File: config.mk
export PLATFORM = sky130hd
export DESIGN_NAME = row_chain_serializer
export DESIGN_NICKNAME = d
export VERILOG_FILES = /design/src/rtl/row_chain_serializer_pkg.sv /design/src/rtl/row_chain_serializer_row_word_fifo.sv /design/src/rtl/row_chain_serializer.sv
export SDC_FILE = /design/constraint.sdc
export NUM_CORES = 1
export LEC_CHECK = 0
export CAP_MARGIN = 15
export CORE_AREA = 3 3 195 197
export CTS_CLUSTER_DIAMETER = 100
export DETAILED_ROUTE_END_ITERATION = 12
export DIE_AREA = 0 0 198 200
export GPL_TIMING_DRIVEN = 1
export PLACE_DENSITY = 0.69
export SYNTH_ARGS = -nofsm -noshare
export SYNTH_HDL_FRONTEND = slang
export SYNTH_SLANG_ARGS = --single-unit
File: constraint.sdc
create_clock -name clk_3p2M -period 5.23 [get_ports clk_3p2M]
set_input_delay 1.046 -clock clk_3p2M [delete_from_list [all_inputs] [get_ports clk_3p2M]]
set_output_delay 1.046 -clock clk_3p2M [all_outputs]
set_load 0.02 [all_outputs]
File: src/rtl/row_chain_serializer_pkg.sv
// Shared constants and state encodings for the per-row chain capture and serial output path.
package row_chain_serializer_pkg;

  localparam int unsigned BitsAdc     = 12;
  localparam int unsigned Dw          = BitsAdc + 1;
  localparam int unsigned Blocks      = 8;
  localparam int unsigned Ch          = 4;
  localparam int unsigned ChainLat    = 2;
  localparam int unsigned Depth       = 32;
  localparam int unsigned LenW        = 6;
  localparam logic [Dw-1:0] Terminator = {Dw{1'b1}};

  typedef enum logic [1:0] {
    CapIdle,
    CapWait,
    CapCapture,
    CapDone
  } cap_state_e;

  typedef enum logic {
    SerIdle,
    SerShift
  } ser_state_e;

endpackage

File: src/rtl/row_chain_serializer_row_word_fifo.sv
// Show-ahead synchronous FIFO; a push while full is accepted only if a pop frees a slot this cycle.
module row_word_fifo #(
  parameter int unsigned Width = 14,
  parameter int unsigned Depth = 32
) (
  input  logic             clk_3p2M,
  input  logic             rst_n,
  input  logic             i_push,
  input  logic             i_pop,
  input  logic [Width-1:0] i_wdata,
  output logic [Width-1:0] o_rdata,
  output logic             o_full,
  output logic             o_empty
);

  localparam int unsigned AW = $clog2(Depth);

  logic [AW:0]      r_wptr;
  logic [AW:0]      r_rptr;
  logic [Width-1:0] r_mem [Depth];
  logic             w_push_ok;
  logic             w_pop_ok;

  assign o_empty   = (r_wptr == r_rptr);
  assign o_full    = (r_wptr[AW] != r_rptr[AW]) && (r_wptr[AW-1:0] == r_rptr[AW-1:0]);
  assign w_pop_ok  = i_pop & ~o_empty;
  assign w_push_ok = i_push & (~o_full | w_pop_ok);
  assign o_rdata   = r_mem[r_rptr[AW-1:0]];

  always_ff @(posedge clk_3p2M or negedge rst_n) begin
    if (!rst_n) begin
      r_wptr <= '0;
      r_rptr <= '0;
    end else begin
      if (w_push_ok) r_wptr <= r_wptr + {{AW{1'b0}}, 1'b1};
      if (w_pop_ok)  r_rptr <= r_rptr + {{AW{1'b0}}, 1'b1};
    end
  end

  always_ff @(posedge clk_3p2M) begin
    if (w_push_ok) r_mem[r_wptr[AW-1:0]] <= i_wdata;
  end

endmodule

File: src/rtl/row_chain_serializer.sv
// Captures one row's daisy-chain frame on each samp rising edge and streams the words
// MSB-first on a serial line with a valid strobe and a frame-start tag.
module row_chain_serializer
  import row_chain_serializer_pkg::*;
#(
  parameter int unsigned DW        = Dw,
  parameter int unsigned BLOCKS    = Blocks,
  parameter int unsigned CH        = Ch,
  parameter int unsigned CHAIN_LAT = ChainLat,
  parameter int unsigned DEPTH     = Depth
) (
  input  logic            clk_3p2M,
  input  logic            rst_n,
  input  logic            i_samp,
  input  logic            i_en,
  input  logic [DW-1:0]   i_chain_in,
  output logic            o_s_data,
  output logic            o_data_valid,
  output logic            o_frame_start,
  output logic [LenW-1:0] o_frame_len,
  output logic            o_overflow,
  output logic            o_sync_err
);

  localparam int unsigned FrameW = BLOCKS * CH;
  localparam int unsigned BitW   = $clog2(DW);
  localparam int unsigned WaitW  = $clog2(CHAIN_LAT) + 1;

  cap_state_e      r_cap_state, w_cap_next;
  ser_state_e      r_ser_state, w_ser_next;
  logic            r_samp_d;
  logic [WaitW-1:0] r_wait_cnt;
  logic [LenW-1:0] r_wcnt;
  logic [LenW-1:0] r_frame_len;
  logic            r_overflow;
  logic            r_sync_err;
  logic [DW-1:0]   r_shreg;
  logic            r_tag;
  logic [BitW-1:0] r_bitcnt;

  logic            w_edge;
  logic            w_push;
  logic            w_pop;
  logic            w_full;
  logic            w_empty;
  logic [DW:0]     w_rdata;

  assign w_edge = i_samp & ~r_samp_d;

  always_comb begin
    w_cap_next = r_cap_state;
    w_push     = 1'b0;
    unique case (r_cap_state)
      CapIdle:    if (w_edge && i_en) w_cap_next = CapWait;
      CapWait:    if (r_wait_cnt == WaitW'(CHAIN_LAT - 1)) w_cap_next = CapCapture;
      CapCapture: begin
        // An all-ones word marks the end of a short chain and is never stored.
        if (&i_chain_in) begin
          w_cap_next = CapDone;
        end else begin
          w_push = 1'b1;
          if (r_wcnt == LenW'(FrameW - 1)) w_cap_next = CapDone;
        end
      end
      CapDone:    w_cap_next = CapIdle;
      default:    w_cap_next = CapIdle;
    endcase
  end

  always_ff @(posedge clk_3p2M or negedge rst_n) begin
    if (!rst_n) begin
      r_cap_state <= CapIdle;
      r_samp_d    <= 1'b0;
      r_wait_cnt  <= '0;
      r_wcnt      <= '0;
      r_frame_len <= '0;
      r_overflow  <= 1'b0;
      r_sync_err  <= 1'b0;
    end else begin
      r_cap_state <= w_cap_next;
      r_samp_d    <= i_samp;
      r_wait_cnt  <= (r_cap_state == CapWait) ? r_wait_cnt + WaitW'(1) : '0;
      if (r_cap_state == CapIdle) r_wcnt <= '0;
      else if (w_push)            r_wcnt <= r_wcnt + LenW'(1);
      if (r_cap_state == CapDone) r_frame_len <= r_wcnt;
      if (w_push && w_full && !w_pop) r_overflow <= 1'b1;
      if (w_edge && (r_cap_state != CapIdle)) r_sync_err <= 1'b1;
    end
  end

  row_word_fifo #(
    .Width (DW + 1),
    .Depth (DEPTH)
  ) u_fifo (
    .clk_3p2M (clk_3p2M),
    .rst_n    (rst_n),
    .i_push   (w_push),
    .i_pop    (w_pop),
    .i_wdata  ({(r_wcnt == '0), i_chain_in}),
    .o_rdata  (w_rdata),
    .o_full   (w_full),
    .o_empty  (w_empty)
  );

  always_comb begin
    w_ser_next = r_ser_state;
    w_pop      = 1'b0;
    unique case (r_ser_state)
      SerIdle: begin
        if (!w_empty) begin
          w_pop      = 1'b1;
          w_ser_next = SerShift;
        end
      end
      SerShift: begin
        // Reload on the last bit so consecutive words stream without a gap.
        if (r_bitcnt == BitW'(DW - 1)) begin
          if (!w_empty) w_pop = 1'b1;
          else          w_ser_next = SerIdle;
        end
      end
      default: w_ser_next = SerIdle;
    endcase
  end

  always_ff @(posedge clk_3p2M or negedge rst_n) begin
    if (!rst_n) begin
      r_ser_state <= SerIdle;
      r_shreg     <= '0;
      r_tag       <= 1'b0;
      r_bitcnt    <= '0;
    end else begin
      r_ser_state <= w_ser_next;
      if (w_pop) begin
        r_shreg  <= w_rdata[DW-1:0];
        r_tag    <= w_rdata[DW];
        r_bitcnt <= '0;
      end else if (r_ser_state == SerShift) begin
        r_shreg  <= {r_shreg[DW-2:0], 1'b0};
        r_bitcnt <= r_bitcnt + BitW'(1);
      end
    end
  end

  assign o_data_valid  = (r_ser_state == SerShift);
  assign o_s_data      = o_data_valid & r_shreg[DW-1];
  assign o_frame_start = o_data_valid & r_tag & (r_bitcnt == '0);
  assign o_frame_len   = r_frame_len;
  assign o_overflow    = r_overflow;
  assign o_sync_err    = r_sync_err;

endmodule
==> summary.md, run 1 <==
| Metric | Value |
|---|---|
| Gpl congestion | `0.834` |
| Slowest stage delay, CP | `0.74 ns` |
| Internal power | `7.88 mW` |
| Initial Utilization | `between 50% and 60%` |
| Diode count | `0` |
| Main synth FF type | `edfxtp_1` |
| Root Buffer | `clkbuf_16` |
| Die height | `200 um` |
| Fmax | `290 MHz` |
| Switching share of power | `29.2%` |
| Register area | `14700 um^2` |
| Worst Hold Class | `reg2reg` |
| Die W | `198 um` |
| Reg power frac | `44.8%` |
| Sink Count | `between 400 and 500` |
| Status | `completed` |
| Maxcap violations | `0` |
| TNS Setup | `0 ns` |
| DR DRC count | `0` |
| Port bufs | `27` |
| Gate power share | `24.8%` |
| Flops & latches, synth | `around 500` |
| Max-slew violation count | `0` |
| Wire per inst | `28.1 um` |
| Via Count | `around 9800` |
| Crit path kind | `in2reg` |
| PwrDens | `501 nW/um^2` |
| Bufs on Longest Clock Path | `3` |
| Synth cell types | `48` |
| Slew Limit Headroom | `25.1%` |
| DRT iter0 DRCs | `between 900 and 1000` |
| CP delay by family, top | `buffers and inverters` |
| Vias in the first global route | `9877` |
| DRT Pass-1 Iters | `5` |
| Ratio of cells with drive above 1 in the final layout | `22.9%` |
| Critical-path cell list | `clkdlybuf4s50_1, nand4_1, o41ai_2, a41oi_2, nand2_1, buf_4, nor2_1, buf_4` |
| Final Cell Area | `22200 um^2` |
| Cts hold-fix bufs | `0` |
| Pleak | `7.39 nW` |
| CP max stage cell | `o41ai_2` |
| Clock transition at path regs | `0.06 ns` |
| Setup bufs post-CTS | `0` |
| Most used cell along the critical path | `buf_4` |
| CTS tree | `yes` |
| Unrepaired setup endpoints after global routing | `no` |
| Data required, critical path | `5.57 ns` |
| Fillers | `2574` |
| EDFF count, synth | `448` |
| Setup Skew | `0.0145 ns` |
| Clk_lat worst skew | `roughly 0.58 ns` |
| Net Sw Power | `3.25 mW` |
| Antenna violations before repair | `0` |
| Final setup fails | `0` |
| Final #Nets | `1103` |
| CP max FO | `8` |
| Final worst-path cycle share | `65.8%` |
| Commonest non-fill, non-tap cell in the layout | `edfxtp_1` |
| Synthesized net count | `1013` |
| Clock power frac | `a little under a third` |
| Post-synthesis instance area | `about 20000 um^2` |
| Die ar. | `39600 um^2` |
| Post-Syn Area per Cell | `19.9 um^2` |
| H-tree levels | `2` |
| Ys async rst share | `~10%` |
| CTS Buf Count | `50` |
| Worst-margin pin slew | `1.12 ns` |
| # resized after CTS | `0` |
| Hold Fails Final Rpt | `0` |
| First-pass GRT wire length | `65900 um` |
| Num rows | `70` |
| Routed Antenna Nets | `0` |
| Multi-input gate area | `4510 um^2` |
| Synth Instances | `982` |
| Buffers & Inverters on Critical Path | `3` |
| Via/cell ratio | `around 6.2` |
| Total Power | `approximately 11 mW` |
| Peak VDD IR | `0.000426 V` |
| HPWL Detailed | `27000 um` |
| Area growth from synthesis to layout | `13.4%` |
| Gr usage total | `between 20 and 25%` |
| Minimum clock period | `3.44 ns` |
| Io pins | `28` |
| Sequential share of the synthesized area | `around three quarters` |
| Synth warn | `0` |
| Commonest non-fill, non-tap cells in the layout | `edfxtp_1 (448), mux4_2 (88), buf_4 (69)` |
| Startpoint types | `input port` |
| GRT Residual Overflow | `0` |
| Core area | `36400 um^2` |
| Final wirelength | `~44000 um` |
| Setup crit end kind | `flop` |
| Largest net degree at the start of global routing | `51` |
| Placed cell area | `20600 um^2` |
| Worst Path Arrival | `3.78 ns` |
==> cells in the mapped netlist, types with 2 or more instances <==
cell,instances,area share [%]
xnor2_1,12,0.54
a2111oi_2,5,0.38
ha_1,14,0.89
mux2_2,9,0.52
or3_1,3,0.096
buf_4,4,0.15
nor2_1,47,0.90
a22o_1,27,1.2
o21ai_0,3,0.077
o22ai_1,12,0.38
a2111oi_1,7,0.36
a21oi_1,5,0.13
nand3b_1,5,0.19
o221ai_1,12,0.54
xor2_1,9,0.40
and2_1,4,0.13
clkbuf_1,32,0.61
mux2i_1,54,2.8
nor4_1,13,0.42
inv_1,12,0.23
mux4_2,88,10
dfrtp_1,50,6.4
a221o_1,13,0.66
nor3_1,4,0.10
buf_6,11,0.63
buf_2,11,0.28
edfxtp_1,448,69
nand4_1,10,0.32
nand2_1,12,0.23
or3b_2,2,0.089
a211oi_1,12,0.46
nand3_1,9,0.23
nor2b_1,8,0.26
==> logic make-up after synthesis <==
| kind of cell | count (synthesis) | share of synthesized area [%] |
|---|---|---|
| compound gates | 104 | 4.57 |
| xor+xnor | 21 | 0.939 |
| fa+ha+maj | 14 | 0.895 |
| buf+inv | 71 | 1.93 |
| flops | 498 | 75.1 |
| mux | 151 | 13.4 |
| simple gates | 123 | 3.18 |
==> worst paths after layout <==
check                                 endpoint  slack (ns)             start  depth (start not counted)
max                        u_fifo.r_mem[25][7]        1.79     i_chain_in[5]                          8
min                              r_wait_cnt[0]        0.44     r_wait_cnt[0]                          1
max reg2reg                         r_shreg[1]        1.93  u_fifo.r_rptr[0]                          6
min reg2reg                      r_wait_cnt[0]        0.44     r_wait_cnt[0]                          1
max in group asynchronous     u_fifo.r_rptr[0]        4.14             rst_n                          2
min in group asynchronous             r_samp_d        0.57             rst_n                          2
==> metal layers <==
| layer | global-route usage (%) | share of wire [%] | vias to the layer above |
|---|---|---|---|
| met3 | 3.14 | 7.1 | 63 |
| li1 | - | - | 4218 |
| met2 | 37.0 | 49 | 424 |
| met1 | 34.0 | 42 | 5144 |
| met5 | 0 | 0 | - |
| met4 | 6.29 | 2.2 | 0 |
==> registers in the layout (all words and copies together) (netlist names) <==
name	flops
o_frame_len	6
r_bitcnt	4
u_fifo.r_wptr	6
o_sync_err	1
o_data_valid	1
r_wait_cnt	2
o_overflow	1
u_fifo.r_rptr	6
r_tag	1
r_wcnt	6
r_samp_d	1
r_shreg	13
r_cap_state	2
u_fifo.r_mem	448
==> worst register-to-register path: cells and delay by family, from the launching register on <==
kind	cells	cell delay [ns]
compound gates	3	1.09
mux	1	0.55
simple gates	1	0.12
flops	1	0.89
buf+inv	1	0.53
==> stage by stage <==
step	std cells	setup WS [ns]	hold slack, ns	util (%)
5_1_grt	1577	1.70	0.469	60.9
4_1_cts	1571	1.63	0.448	60.8
3_3_place_gp	1482	1.07	0.422	56.6
3_5_place_dp	1482	1.02	0.440	56.6
6_report	1577	1.79	0.443	60.9
2_1_floorplan	982	2.13	0.409	-
==> layout make-up <==
| type | count | area share (%) |
|---|---|---|
| tap | 468 | 2.64 |
| clock inverter | 30 | 1.07 |
| timing repair buffer | 97 | 3.62 |
| multi-input combinational | 413 | 20.3 |
| sequential | 498 | 66.3 |
| clock buffer | 59 | 5.88 |
| inverter | 12 | 0.203 |
==> power by group through the flow <==
stage                     logic, mW  clock network, mW  registers (mW)
after floorplan                2.07                  0            4.88
after global placement         2.75                  0            5.06
after detailed placement       2.77                  0            5.07
after CTS                      2.78               3.44            5.00
after global routing           2.95               3.60            5.03
final                          2.76               3.38            4.99
Note: power is estimated with default switching activity, not from simulation.
==> run 2: changes to the inputs <==
==> constraint.sdc (replaced) <==
create_clock -name clk_3p2M -period 3.56 [get_ports clk_3p2M]
set_input_delay 0.712 -clock clk_3p2M [delete_from_list [all_inputs] [get_ports clk_3p2M]]
set_output_delay 0.712 -clock clk_3p2M [all_outputs]
set_load 0.02 [all_outputs]
==> run 2 against run 1 <==
- sequential power up 45%
- via count up 0.76%
- global-route usage down 0.29 points
- clock skew up 0.0018 ns
- die area unchanged
- register-to-register slack worse by 1.4 ns
- critical path depth down 2
- largest cell class unchanged
- largest power group unchanged
==> summary.md, run 2 (synthesis results as in run 1) <==
| Metric | Value |
|---|---|
| Setup crit end kind | `flop` |
| DRT iter0 DRCs | `1012 (+2.6%)` |
| Final #Nets | `1123 (+1.8%)` |
| Status | `completed` |
| Gpl congestion | `0.816 (-2.2%)` |
| Slew Limit Headroom | `32.4% (+7.3 points)` |
| Bufs on Longest Clock Path | `3 (unchanged)` |
| Die W | `198 um (unchanged)` |
| Reg power frac | `43.5% (-1.3 points)` |
| PwrDens | `734 nW/um^2 (+46%)` |
| Area growth from synthesis to layout | `16.3%` |
| CTS tree | `yes` |
| Worst Hold Class | `in2async` |
| CTS Buf Count | `49 (-2.0%)` |
| Commonest non-fill, non-tap cells in the layout | `edfxtp_1 (448), mux4_2 (88), buf_4 (58)` |
| Slowest stage delay, CP | `0.77 ns (+0.03 ns)` |
| Routed Antenna Nets | `0 (unchanged)` |
| Max-slew violation count | `0 (unchanged)` |
| Worst Path Arrival | `3.46 ns (-0.32 ns)` |
| Startpoint types | `flop` |
| Io pins | `28 (unchanged)` |
| GRT Residual Overflow | `0 (unchanged)` |
| Die height | `200 um (unchanged)` |
| Wire per inst | `27.4 um (-2.2%)` |
| Fmax | `between 300 and 400 MHz` |
| Minimum clock period | `3.01 ns` |
| Internal power | `11.9 mW (+51%)` |
| Final setup fails | `0 (unchanged)` |
| Max FFs per register | `448 (unchanged)` |
| First-pass GRT wire length | `65300 um (-0.92%)` |
| Peak VDD IR | `0.000389 V (-8.8%)` |
| Placed insts | `1506 (+1.6%)` |
| Worst-margin pin slew | `1.01 ns (-0.110 ns)` |
| CP max stage cell | `dfrtp_4` |
| Vias in the first global route | `10000 (+1.5%)` |
| Port bufs | `27 (unchanged)` |
| Hold_ws | `0.207 ns (-0.236 ns)` |
| Maxcap violations | `0 (unchanged)` |
| Via/cell ratio | `6.21 (-0.50%)` |
| Initial Utilization | `53.7% (unchanged)` |
| Hold Fails Final Rpt | `0 (unchanged)` |
| Data required, critical path | `4.02 ns (-1.55 ns)` |
| DR DRC count | `0 (unchanged)` |
| Unrepaired setup endpoints after global routing | `no` |
| Gate power share | `26.3% (+1.5 points)` |
| Clk_lat worst skew | `0.59 ns (about the same)` |
| Critical-path cell list | `buf_12, mux4_2, a22o_1, a211oi_1, nor4_1, a221o_1` |
| Crit path kind | `reg2reg` |
| Antenna violations before repair | `1 (+1)` |
| Fillers | `2554 (-0.78%)` |
| Clock transition at path regs | `0.06 ns (about the same)` |
| Gr usage total | `22.7% (-0.29 points)` |
| Worst R2R Setup Slack | `0.55 ns (-1.38 ns)` |
| Clock power frac | `30.2% (-0.2 points)` |
| Core area | `36400 um^2 (unchanged)` |
| Via Count | `9924 (+0.76%)` |
| Sink Count | `498 (unchanged)` |
| DRT Pass-1 Iters | `5 (unchanged)` |
| # resized after CTS | `0 (unchanged)` |
| Switching share of power | `29.0% (-0.25 points)` |
| Diode count | `0 (unchanged)` |
| Num rows | `70 (unchanged)` |
| Cts hold-fix bufs | `0 (unchanged)` |
| Net Sw Power | `4.84 mW (+49%)` |
| Root Buffer | `clkbuf_16` |
| Final worst-path cycle share | `84.4%` |
| Setup Skew | `0.0163 ns (+0.00175 ns)` |
| Pleak | `7.60 nW (+2.9%)` |
| Die ar. | `39600 um^2 (unchanged)` |
| Commonest non-fill, non-tap cell in the layout | `edfxtp_1` |
| Ratio of cells with drive above 1 in the final layout | `24.6% (+1.7 points)` |
| CP max FO | `31 (+23)` |
| Final wirelength | `43800 um (-0.95%)` |
| H-tree levels | `2 (unchanged)` |
| HPWL Detailed | `26800 um (-0.76%)` |
| Setup bufs post-CTS | `0 (unchanged)` |
| Largest net degree at the start of global routing | `35 (-31%)` |
| Fin cells | `1597 (+1.3%)` |
[run 2: per-layer routing]
layer  share of wire (%)  global-route usage [%]  up-vias
li1                    -                       -     4263
met1                  42                    32.6     5216
met2                  48                    36.2      373
met3                 7.4                    4.83       72
met4                 2.6                    6.13        0
met5                   0                       0        -
[run 2: power by group through the flow]
stage	logic, mW	clock network [mW]	registers, mW
2_1_floorplan	3.04	0	7.17
3_3_place_gp	4.36	0	7.36
3_5_place_dp	4.43	0	7.38
4_1_cts	4.46	5.12	7.26
5_1_grt	4.70	5.37	7.31
6_report	4.40	5.04	7.26
[run 2: path summary, 6_finish.rpt]
check                                  from                to  cells past startpoint
setup / recovery           u_fifo.r_rptr[0]        r_shreg[7]                      6
hold / removal                        rst_n  u_fifo.r_rptr[0]                      1
setup reg to reg           u_fifo.r_rptr[0]        r_shreg[7]                      6
hold reg to reg               r_wait_cnt[0]     r_wait_cnt[0]                      1
max in group asynchronous             rst_n    o_frame_len[2]                      2
min in group clk_3p2M         r_wait_cnt[0]     r_wait_cnt[0]                      1
[run 2: area by class of cell]
| cell class | count | area [um^2] | share of cell area, % |
|---|---|---|---|
| clock buffers | 62 | 1360 | 5.97 |
| inverters | 12 | 45.0 | 0.198 |
| well taps | 468 | 586 | 2.57 |
| repair buffers | 118 | 1340 | 5.90 |
| multi-input cells | 413 | 4510 | 19.8 |
| clock inverters | 26 | 215 | 0.945 |
| flip-flops and latches | 498 | 14700 | 64.6 |
[run 2: worst max-delay path, delay by kind of cell (launching register included)]
kind                   cells  cell delay, ns
DFF                        1            0.77
buffers and inverters      1            0.33
and+or+nand+nor            1            0.13
muxes                      1            0.54
AOI/OAI and AO/OA          3            1.05
[run 2: stage by stage]
stage / cell area (um^2) / utilization [%] / setup slack (ns) / TNS (ns) / total power [mW]
global route: 22800 / 62.5 / 0.417 / 0 / 17.4
CTS: 22700 / 62.4 / 0.516 / 0 / 16.8
detailed placement: 21200 / 58.1 / -0.0867 / -2.36 / 11.8
finish: 22800 / 62.5 / 0.554 / 0 / 16.7
floorplan: 19600 / - / 0.797 / 0 / 10.2
global placement: 21200 / 58.1 / 0.0147 / 0 / 11.7
